==> src/rtl/mips_pkg.sv <==
// ----------------------------------------------------------------------------
// mips_pkg
// Shared definitions for the MIPS fetch front end.
//   fetch_state_t    : fetch-stage FSM encoding (BOOT, RUN, HOLD)
//   DEFAULT_RESET_PC : default PC loaded on reset
//   DEFAULT_NOP_WORD : default instruction word used for IF/ID bubbles
//   word_align()     : clears the byte-offset bits of an address
// ----------------------------------------------------------------------------
package mips_pkg;

    typedef enum logic [1:0] {
        BOOT = 2'd0,
        RUN  = 2'd1,
        HOLD = 2'd2
    } fetch_state_t;

    localparam logic [31:0] DEFAULT_RESET_PC = 32'h0000_0000;
    localparam logic [31:0] DEFAULT_NOP_WORD = 32'h0000_0000;

    function automatic logic [31:0] word_align(input logic [31:0] addr);
        return {addr[31:2], 2'b00};
    endfunction

endpackage

==> src/rtl/pc_fetch_stage_next_pc_select.sv <==
// ----------------------------------------------------------------------------
// next_pc_select
// Purely combinational redirect selector. The EX-stage branch is the oldest
// instruction in flight and therefore wins over the ID-stage jr, which in
// turn wins over the ID-stage j/jal.
//   branch, branch_target        : EX-resolved taken branch
//   jump_reg, jump_reg_target    : ID-stage jr
//   jump, jump_address           : ID-stage j/jal
//   request                      : any redirect is requested
//   target                       : selected raw (unaligned) target
//   misaligned                   : selected target has nonzero bits [1:0]
// ----------------------------------------------------------------------------
module next_pc_select (
    input  logic        branch,
    input  logic [31:0] branch_target,
    input  logic        jump_reg,
    input  logic [31:0] jump_reg_target,
    input  logic        jump,
    input  logic [31:0] jump_address,
    output logic        request,
    output logic [31:0] target,
    output logic        misaligned
);

    always_comb begin
        target = jump_address;
        if (branch) begin
            target = branch_target;
        end else if (jump_reg) begin
            target = jump_reg_target;
        end
    end

    assign request    = branch | jump_reg | jump;
    assign misaligned = request & (|target[1:0]);

endmodule

==> src/rtl/pc_fetch_stage.sv <==
// ----------------------------------------------------------------------------
// pc_fetch_stage
// Program counter and IF/ID pipeline register of the single-issue MIPS pipe.
//   Clk, Rst                 : rising-edge clock, asynchronous active-high reset
//   Stall                    : freezes PC and IF/ID
//   Branch/BranchTarget      : EX-stage taken branch
//   JumpReg/JumpRegTarget    : ID-stage jr
//   Jump/JumpAddress         : ID-stage j/jal
//   Instruction              : instruction-memory data for the current PC
//   PC                       : fetch address (register output only)
//   IF_ID_Instruction/_PCPlus4/_Valid : IF/ID pipeline register
//   RedirectPending          : a redirect was captured during a stall
//   Misaligned               : one-cycle pulse after a redirect whose raw
//                              target had bits [1:0] != 0 was applied
// ----------------------------------------------------------------------------
module pc_fetch_stage
    import mips_pkg::*;
#(
    parameter logic [31:0] RESET_PC = DEFAULT_RESET_PC,
    parameter logic [31:0] NOP_WORD = DEFAULT_NOP_WORD
) (
    input  logic        Clk,
    input  logic        Rst,
    input  logic        Stall,
    input  logic        Branch,
    input  logic [31:0] BranchTarget,
    input  logic        JumpReg,
    input  logic [31:0] JumpRegTarget,
    input  logic        Jump,
    input  logic [31:0] JumpAddress,
    input  logic [31:0] Instruction,
    output logic [31:0] PC,
    output logic [31:0] IF_ID_Instruction,
    output logic [31:0] IF_ID_PCPlus4,
    output logic        IF_ID_Valid,
    output logic        RedirectPending,
    output logic        Misaligned
);

    fetch_state_t state_reg;
    logic [31:0]  pc_reg;
    logic [31:0]  if_id_instruction_reg;
    logic [31:0]  if_id_pc_plus4_reg;
    logic         if_id_valid_reg;
    logic         redirect_pending_reg;
    logic [31:0]  pending_target_reg;
    logic         misaligned_reg;

    logic         redirect_request;
    logic [31:0]  redirect_target;
    logic         redirect_misaligned;
    logic [31:0]  pc_plus4;

    // Wraps modulo 2^32 by construction.
    assign pc_plus4 = pc_reg + 32'd4;

    next_pc_select u_next_pc_select (
        .branch          (Branch),
        .branch_target   (BranchTarget),
        .jump_reg        (JumpReg),
        .jump_reg_target (JumpRegTarget),
        .jump            (Jump),
        .jump_address    (JumpAddress),
        .request         (redirect_request),
        .target          (redirect_target),
        .misaligned      (redirect_misaligned)
    );

    always_ff @(posedge Clk or posedge Rst) begin
        if (Rst) begin
            state_reg             <= BOOT;
            pc_reg                <= RESET_PC;
            if_id_instruction_reg <= NOP_WORD;
            if_id_pc_plus4_reg    <= 32'd0;
            if_id_valid_reg       <= 1'b0;
            redirect_pending_reg  <= 1'b0;
            pending_target_reg    <= 32'd0;
            misaligned_reg        <= 1'b0;
        end else begin
            misaligned_reg <= 1'b0;
            case (state_reg)
                // First cycle after reset: let instruction memory settle on
                // RESET_PC before anything is latched.
                BOOT: begin
                    state_reg <= RUN;
                end

                RUN: begin
                    if (!Stall) begin
                        if (redirect_request) begin
                            // Redirect: squash the wrong-path fetch.
                            pc_reg                <= word_align(redirect_target);
                            if_id_instruction_reg <= NOP_WORD;
                            if_id_pc_plus4_reg    <= pc_plus4;
                            if_id_valid_reg       <= 1'b0;
                            misaligned_reg        <= redirect_misaligned;
                        end else begin
                            pc_reg                <= pc_plus4;
                            if_id_instruction_reg <= Instruction;
                            if_id_pc_plus4_reg    <= pc_plus4;
                            if_id_valid_reg       <= 1'b1;
                        end
                    end else if (redirect_request) begin
                        // Stalled redirect: remember the raw target so the
                        // misaligned flag can be raised when it is applied.
                        pending_target_reg   <= redirect_target;
                        redirect_pending_reg <= 1'b1;
                        state_reg            <= HOLD;
                    end
                end

                HOLD: begin
                    // Redirect inputs are ignored here: whatever is visible is
                    // the same request re-asserted by the stalled pipeline.
                    if (!Stall) begin
                        pc_reg                <= word_align(pending_target_reg);
                        if_id_instruction_reg <= NOP_WORD;
                        if_id_pc_plus4_reg    <= pc_plus4;
                        if_id_valid_reg       <= 1'b0;
                        redirect_pending_reg  <= 1'b0;
                        misaligned_reg        <= |pending_target_reg[1:0];
                        state_reg             <= RUN;
                    end
                end

                default: begin
                    state_reg <= RUN;
                end
            endcase
        end
    end

    assign PC                = pc_reg;
    assign IF_ID_Instruction = if_id_instruction_reg;
    assign IF_ID_PCPlus4     = if_id_pc_plus4_reg;
    assign IF_ID_Valid       = if_id_valid_reg;
    assign RedirectPending   = redirect_pending_reg;
    assign Misaligned        = misaligned_reg;

endmodule

==> config.mk <==
export PLATFORM = sky130hd
export DESIGN_NAME = pc_fetch_stage
export DESIGN_NICKNAME = d
export VERILOG_FILES = /design/src/rtl/mips_pkg.sv /design/src/rtl/pc_fetch_stage_next_pc_select.sv /design/src/rtl/pc_fetch_stage.sv
export SDC_FILE = /design/constraint.sdc
export NUM_CORES = 1
export LEC_CHECK = 0
export BUFFER_PORTS_ARGS = -buffer_cell sky130_fd_sc_hd__buf_2
export CAP_MARGIN = 20
export CORE_ASPECT_RATIO = 2
export CORE_MARGIN = 1
export CORE_UTILIZATION = 55
export CTS_CLUSTER_SIZE = 20
export DETAILED_ROUTE_END_ITERATION = 7
export GPL_ROUTABILITY_DRIVEN = 0
export GPL_TIMING_DRIVEN = 0
export PLACE_DENSITY_LB_ADDON = 0.2
export RECOVER_POWER = 100
export SLEW_MARGIN = 25
export SYNTH_ARGS = -nofsm -noshare
export SYNTH_HDL_FRONTEND = slang
export SYNTH_HIERARCHICAL = 1
export SYNTH_SLANG_ARGS = --single-unit
==> constraint.sdc <==
create_clock -name Clk -period 8.9 [get_ports Clk]
set_input_delay 1.335 -clock Clk [delete_from_list [all_inputs] [get_ports Clk]]
set_output_delay 1.335 -clock Clk [all_outputs]
set_load 0.005 [all_outputs]
==> results.sh, run 1 <==
export IMPL_drive_gt1_share_pct=25.9
export IMPL_globalRouteOverflowTotal=0
export IMPL_dpl_worst_slack_ns=5.17
export IMPL_rr_worst_depth=6
export IMPL_max_cap_violations=2
export IMPL_drt_iter0_markers=677
export IMPL_ios=233
export IMPL_cts_path_max_buffers=2
export IMPL_worstReg2RegStart="state_reg[0]$_DFFE_PP0P_"
export IMPL_p_leak_nw=4.13
export IMPL_yosysWarnings=6
export IMPL_finalWorstSetupSlack_ns=4.91
export IMPL_setup_tns_ns=0
export IMPL_synth_cells=770
export IMPL_die_area_sq_mm=0.0137
export IMPL_whs_path_depth=2
export IMPL_first_pass_iters=5
export IMPL_critPathSlowestCell="clkbuf_1"
export IMPL_p_total_mw=2.77
export IMPL_cts_buffers=17
export IMPL_tritoncts="built"
export IMPL_synth_edf_count=0
export IMPL_cp_end_kind="flip-flop"
export IMPL_design_area_sq_mm=0.00908
export IMPL_hp_start="IF_ID_PCPlus4[28]$_DFFE_PP0P_"
export IMPL_cpPeakStageDelay_ns=0.63
export IMPL_n_antenna_cell=0
export IMPL_cts_hold_buf=0
export IMPL_grt_max_degree=86
export IMPL_slew_viol_final=53
export IMPL_vias=7273
export IMPL_antenna_found_initial=0
export IMPL_insertion_delay_ns=0.43
export IMPL_hold_slack_ns=0.469
export IMPL_rr_endpoint="PC[13]$_DFFE_PP0P_"
export IMPL_fin_nets=1155
export IMPL_whs_endpoint="IF_ID_PCPlus4[28]$_DFFE_PP0P_"
export IMPL_worstMarginPinSlew_ns=2.10
export IMPL_synthFlopType="dfrtp_1"
export IMPL_rrSetupSlack_ns=6.08
export IMPL_drt_vias_per_instance=6.15
export IMPL_power_density_mw_per_mm2=305
export IMPL_crit_top_cell="clkbuf_1"
export IMPL_crit_chain="clkbuf_1, or3_1, clkbuf_1, clkbuf_1, clkbuf_1, o311ai_0, a21oi_1"
export IMPL_rsz0062_at_grt="false"
export IMPL_start_kind="input pin"
export IMPL_path_class="input pin to flip-flop"
export IMPL_wl_per_cell_um=20.1
export IMPL_initial_utilization_pct=56.1
export IMPL_path_delay_family="buffers and inverters"
export IMPL_cts_resized=0
export IMPL_timing_final_crit_share_pct=44.9
export IMPL_cp_data_arrival_time_ns=4.34
export IMPL_drtAntennaViolNets=0
export IMPL_setup_viol=0
export IMPL_cts_setup_buffers=0
export IMPL_grt_pass1_vias=7041
export IMPL_cts_clk_slew_worst_paths_ns=0.06
export IMPL_grt_total_usage_pct=35.2
export IMPL_syn_avg_cell_area_sq_um=9.41
export IMPL_synth_cell_types=64
export IMPL_max_freq_mhz=251
export IMPL_hpwl_um=18100
export IMPL_die_x_um=83.1
export IMPL_drt_total_wl_um=23700
export IMPL_rows=59
export IMPL_grt_pass1_wl_um=36700
export IMPL_async_flop_share_pct=100
export IMPL_peakVddDrop_mv=0.203
export IMPL_yosysSeqAreaShare_pct=44.6
export IMPL_core_area_sq_mm=0.0129
export IMPL_synth_area_sq_mm=0.00724
export IMPL_crit_fanout=10
export IMPL_finalClockSkew_ns=0.00600
export IMPL_fin_crit_ns=3.99
export IMPL_slew_limit_headroom_pct=-40.9
export IMPL_place_area_sq_mm=0.00860
export IMPL_hold_violations=0
export IMPL_syn2layout_area_growth_pct=25.4
export IMPL_root_buffer="clkbuf_16"
export IMPL_h_tree_depth=4
export IMPL_cts_sinks=129
export IMPL_hp_class="flip-flop to flip-flop"
export IMPL_violations="capacitance limit, slew limit"
export IMPL_drc=0
export IMPL_crit_required_ns=9.25
export IMPL_synth_seq_cells=129
export IMPL_die_height_um=164
export IMPL_status="finished with violations"
export IMPL_port_buffers=225
export IMPL_cp_num_buf_inv=4
[kinds of logic (layout without fill, tap and decap cells)]
family	Yosys count	in the layout	synth area share, %
muxes	65	65	9.54
xor gates and xnor gates	9	9	1.09
buffers and inverters	90	347	5.91
AOI/OAI and AO/OA	221	221	20.4
and+or+nand+nor	252	252	17.9
other	1	4	0.0518
adders and majority gates	3	3	0.518
DFF	129	129	44.6
[worst max-delay path by stage]
stage / endpoint / start / cells after the start / slack (ns)
finish: PC[12]$_DFFE_PP0P_ / JumpReg / 7 / 4.91
global placement: IF_ID_PCPlus4[25]$_DFFE_PP0P_ / Rst / 2 / 2.70
detailed placement: PC[27]$_DFFE_PP0P_ / JumpReg / 9 / 5.17
floorplan: IF_ID_Instruction[0]$_DFFE_PP0P_ / Rst / 1 / 4.12
CTS: PC[12]$_DFFE_PP0P_ / JumpReg / 7 / 5.53
global route: PC[27]$_DFFE_PP0P_ / JumpReg / 9 / 4.85
[final cells by class]
type / count / area (sq um)
clock inverter: 14 / 131
sequential: 129 / 3230
multi-input combinational: 554 / 3590
clock buffer: 17 / 425
tap: 152 / 190
timing repair buffer: 226 / 1090
fill: 1095 / 3840
inverter: 13 / 50.0
buffer: 77 / 372
[cell usage in the layout, fill, tap and decap left out, drive strengths merged, types with 8 or more instances in the layout]
cell type  instances
a31oi             13
a21oi             38
o211ai            11
nand3             32
nand4             18
mux2              32
nor3              10
buf              202
or4               15
and3               8
nor2              39
nand2             80
o21ai             69
mux2i             33
o31ai              9
clkbuf           118
or3                8
and4               8
a22o              33
dfrtp            129
inv               17
[stage by stage]
stage               cells  utilization [%]
global placement     1150             66.3
finish               1182             70.3
global route         1182             70.3
floorplan             773                -
CTS                  1182             70.9
detailed placement   1151             66.6
[where the power goes]
part	switching [mW]	internal, mW	leakage (nW)
clock	0.280	0.386	0.263
combinational	0.627	0.448	2.27
sequential	0.200	0.829	1.60
[tightest hold or removal path, delay by kind of cell, from the launching register on]
kind             cells  cell delay, ns
DFF                  1            0.33
and+or+nand+nor      2            0.10
[cells in the mapped netlist (all sizes together), types with 15 or more instances]
library cell	number	area share (%)
mux2i	33	4.6
or4	15	1.6
nand2	80	4.1
a22o	33	4.0
nand4	18	1.6
clkbuf	47	2.4
a21oi	38	2.6
o21ai	69	4.8
mux2	32	5.0
nor2	39	2.0
dfrtp	129	45
nand3	32	2.2
buf	30	2.8
[layer usage]
| metal | wire, um | global-route usage (%) | up-vias |
|---|---|---|---|
| met3 | 1510 | 6.78 | 88 |
| met1 | 8400 | 37.8 | 3414 |
| li1 | - | - | 3346 |
| met2 | 12600 | 63.2 | 425 |
| met5 | 0 | 0 | - |
| met4 | 1280 | 21.9 | 0 |
(Power assumes the default switching activity.)
==> run 2, diff against run 1 <==
- ABC_AREA: not set -> 1
- CORE_UTILIZATION: 55 -> 46
- clock period: 8.9 -> 3.2 ns (I/O delays scaled with it)
==> run 2 against run 1 <==
Compared with the run above:
- the flow still finishes with violations (capacitance limit, slew limit)
- sequential cell count unchanged
- critical endpoint is now PC[16]$_DFFE_PP0P_
- die area grew 17%
- critical path depth is 2 higher
- highest routed layer unchanged
- sequential share of layout area is 0.27 points higher
==> results.sh, run 2 <==
export IMPL_die_height_um=178
export IMPL_synth_cells=979
export IMPL_synth_cell_types=39
export IMPL_fin_nets=1369
export IMPL_yosysWarnings=6
export IMPL_mostFrequentLayoutCell="nand2_1"
export IMPL_cts_clk_slew_worst_paths_ns=0.06
export IMPL_design_area_sq_mm=0.00901
export IMPL_crit_chain="inv_1, ha_1, inv_1, a21oi_1, inv_1, clkbuf_1, a21oi_1, nand2_1, o21ai_0"
export IMPL_drtAntennaViolNets=0
export IMPL_rsz0062_at_grt="false"
export IMPL_cp_end_kind="flip-flop"
export IMPL_cts_sinks=129
export IMPL_die_x_um=90.0
export IMPL_path_class="flip-flop to flip-flop"
export IMPL_cts_resized=0
export IMPL_synth_top_cells_by_count="nand2_1 (313), dfrtp_1 (129), a21oi_1 (121)"
export IMPL_synthAdderAreaFrac_pct=0.527
export IMPL_place_area_sq_mm=0.00860
export IMPL_synth_top_family_by_area="simple AND/OR/NAND/NOR gates"
export IMPL_first_pass_iters=5
export IMPL_cts_path_max_buffers=2
export IMPL_yosysSeqAreaShare_pct=45.3
export IMPL_synth_edf_count=0
export IMPL_ios=233
export IMPL_hp_class="input pin to asynchronous set/reset pin"
export IMPL_max_cap_violations=1
export IMPL_grt_total_usage_pct=28.0
export IMPL_worstMarginPinSlew_ns=1.61
export IMPL_yosys_area_share_simple_pct=26.4
export IMPL_vias=7167
export IMPL_p_leak_nw=4.68
export IMPL_cts_hold_buf=0
export IMPL_crit_fanout=10
export IMPL_dp_cells=1411
export IMPL_antenna_found_initial=0
export IMPL_globalRouteOverflowTotal=0
export IMPL_grt_pass1_vias=6822
export IMPL_finalWorstSetupSlack_ns=0.887
export IMPL_yosysTopAreaCell="dfrtp_1"
export IMPL_async_flop_share_pct=100
export IMPL_hpwl_um=17800
export IMPL_slew_limit_headroom_pct=-7.63
export IMPL_drc=0
export IMPL_synth_xor_area_share_pct=1.67
export IMPL_die_area_sq_mm=0.0160
export IMPL_intPower_mw=4.45
export IMPL_drt_iter0_markers=385
export IMPL_port_buffers=227
export IMPL_syn2layout_area_growth_pct=26.6
export IMPL_combPwrFrac_pct=38.0
export IMPL_netSwitchingPower_mw=3.07
export IMPL_synth_area_sq_mm=0.00712
export IMPL_seq_power_share_pct=37.7
export IMPL_peakVddDrop_mv=0.452
export IMPL_clock_power_share_pct=24.3
export IMPL_setup_viol=0
export IMPL_crit_required_ns=3.48
export IMPL_cts_buffers=17
export IMPL_cpPeakStageDelay_ns=0.48
export IMPL_grt_pass1_wl_um=34300
export IMPL_insertion_delay_ns=0.42
export IMPL_grt_max_degree=33
export IMPL_drive_gt1_share_pct=20.1
export IMPL_drt_total_wl_um=22200
export IMPL_timing_final_crit_share_pct=72.3
export IMPL_synth_seq_cells=129
export IMPL_synth_compound_area_share_pct=16.4
export IMPL_initial_utilization_pct=46.8
export IMPL_core_area_sq_mm=0.0152
export IMPL_syn_avg_cell_area_sq_um=7.27
export IMPL_synth_top_area_share_pct=45.3
export IMPL_status="finished with violations"
export IMPL_slew_viol_final=26
export IMPL_switching_share_pct=40.8
export IMPL_rows=64
export IMPL_start_kind="flip-flop"
export IMPL_dpl_worst_slack_ns=1.00
export IMPL_fin_crit_ns=2.31
export IMPL_hold_slack_ns=0.223
export IMPL_p_total_mw=7.52
export IMPL_power_density_mw_per_mm2=834
export IMPL_cp_data_arrival_time_ns=2.60
export IMPL_wl_per_cell_um=15.4
export IMPL_cts_setup_buffers=0
export IMPL_crit_top_cell="inv_1"
export IMPL_fin_cells=1443
export IMPL_synthMuxAreaShare_pct=0
export IMPL_tritoncts="built"
export IMPL_violations="capacitance limit, slew limit"
export IMPL_drt_vias_per_instance=4.97
export IMPL_finalClockSkew_ns=0.00657
export IMPL_root_buffer="clkbuf_16"
export IMPL_max_freq_mhz=432
export IMPL_synth_area_top_cells="dfrtp_1 (45%), nand2_1 (17%), a21oi_1 (8.5%)"
export IMPL_setup_tns_ns=0
export IMPL_hold_violations=0
export IMPL_critPathSlowestCell="clkbuf_1"
export IMPL_yosysMostFrequentCell="nand2_1"
export IMPL_post_route_util_pct=59.2
export IMPL_mostFrequentLayoutCells="nand2_1 (314), buf_2 (186), dfrtp_1 (129), a21oi_1 (122), inv_1 (95)"
export IMPL_synthFlopType="dfrtp_1"
export IMPL_h_tree_depth=4
export IMPL_n_antenna_cell=0
[run 2: power by group through the flow]
| stage | clock network (mW) | registers (mW) | logic (mW) |
|---|---|---|---|
| 2_1_floorplan | 0 | 2.78 | 1.83 |
| 3_3_place_gp | 0 | 2.83 | 2.89 |
| 3_5_place_dp | 0 | 2.84 | 2.96 |
| 4_1_cts | 1.85 | 2.82 | 2.99 |
| 5_1_grt | 1.93 | 2.91 | 3.24 |
| 6_report | 1.83 | 2.83 | 2.86 |
[run 2: layout make-up]
type                       count  area, sq um
clock inverter                12          110
sequential                   129         3230
tap                          198          248
timing repair buffer         231         1120
inverter                     100          378
fill                        1536         6200
multi-input combinational    700         3190
clock buffer                  20          447
buffer                        53          295
[run 2: metal layers]
| layer | global-route usage, % | share of wire, % |
|---|---|---|
| met1 | 30.0 | 38 |
| met2 | 53.1 | 54 |
| met3 | 3.94 | 4.1 |
| met4 | 14.2 | 4.0 |
| met5 | 0 | 0 |
[run 2: final timing paths]
check | start | endpoint | slack [ns] | depth (start not counted)
hold / removal | Rst | IF_ID_PCPlus4[2]$_DFFE_PP0P_ | 0.22 | 2
max in group asynchronous | Rst | pending_target_reg[17]$_DFFE_PP0P_ | 1.03 | 3
setup / recovery | state_reg[0]$_DFFE_PP0P_ | PC[16]$_DFFE_PP0P_ | 0.89 | 9
hold reg to reg | IF_ID_PCPlus4[3]$_DFFE_PP0P_ | IF_ID_PCPlus4[3]$_DFFE_PP0P_ | 0.46 | 2
setup reg to reg | state_reg[0]$_DFFE_PP0P_ | PC[16]$_DFFE_PP0P_ | 0.89 | 9
min in group Clk | Instruction[6] | IF_ID_Instruction[6]$_DFFE_PP0P_ | 0.30 | 3
[run 2: critical path: cells and delay by family (launching register included)]
kind                     cells  cell delay [ns]
AO/OA/AOI/OAI                3             0.35
AND/OR/NAND/NOR              1             0.09
flip-flops                   1             0.35
buffers and inverters        4             1.15
adder cells (fa/ha/maj)      1             0.23
[run 2: kinds of logic after synthesis]
group	Yosys count
AND/OR/NAND/NOR	458
AO/OA/AOI/OAI	224
buffers and inverters	153
flip-flops	129
XOR/XNOR	11
adder cells (fa/ha/maj)	3
other	1
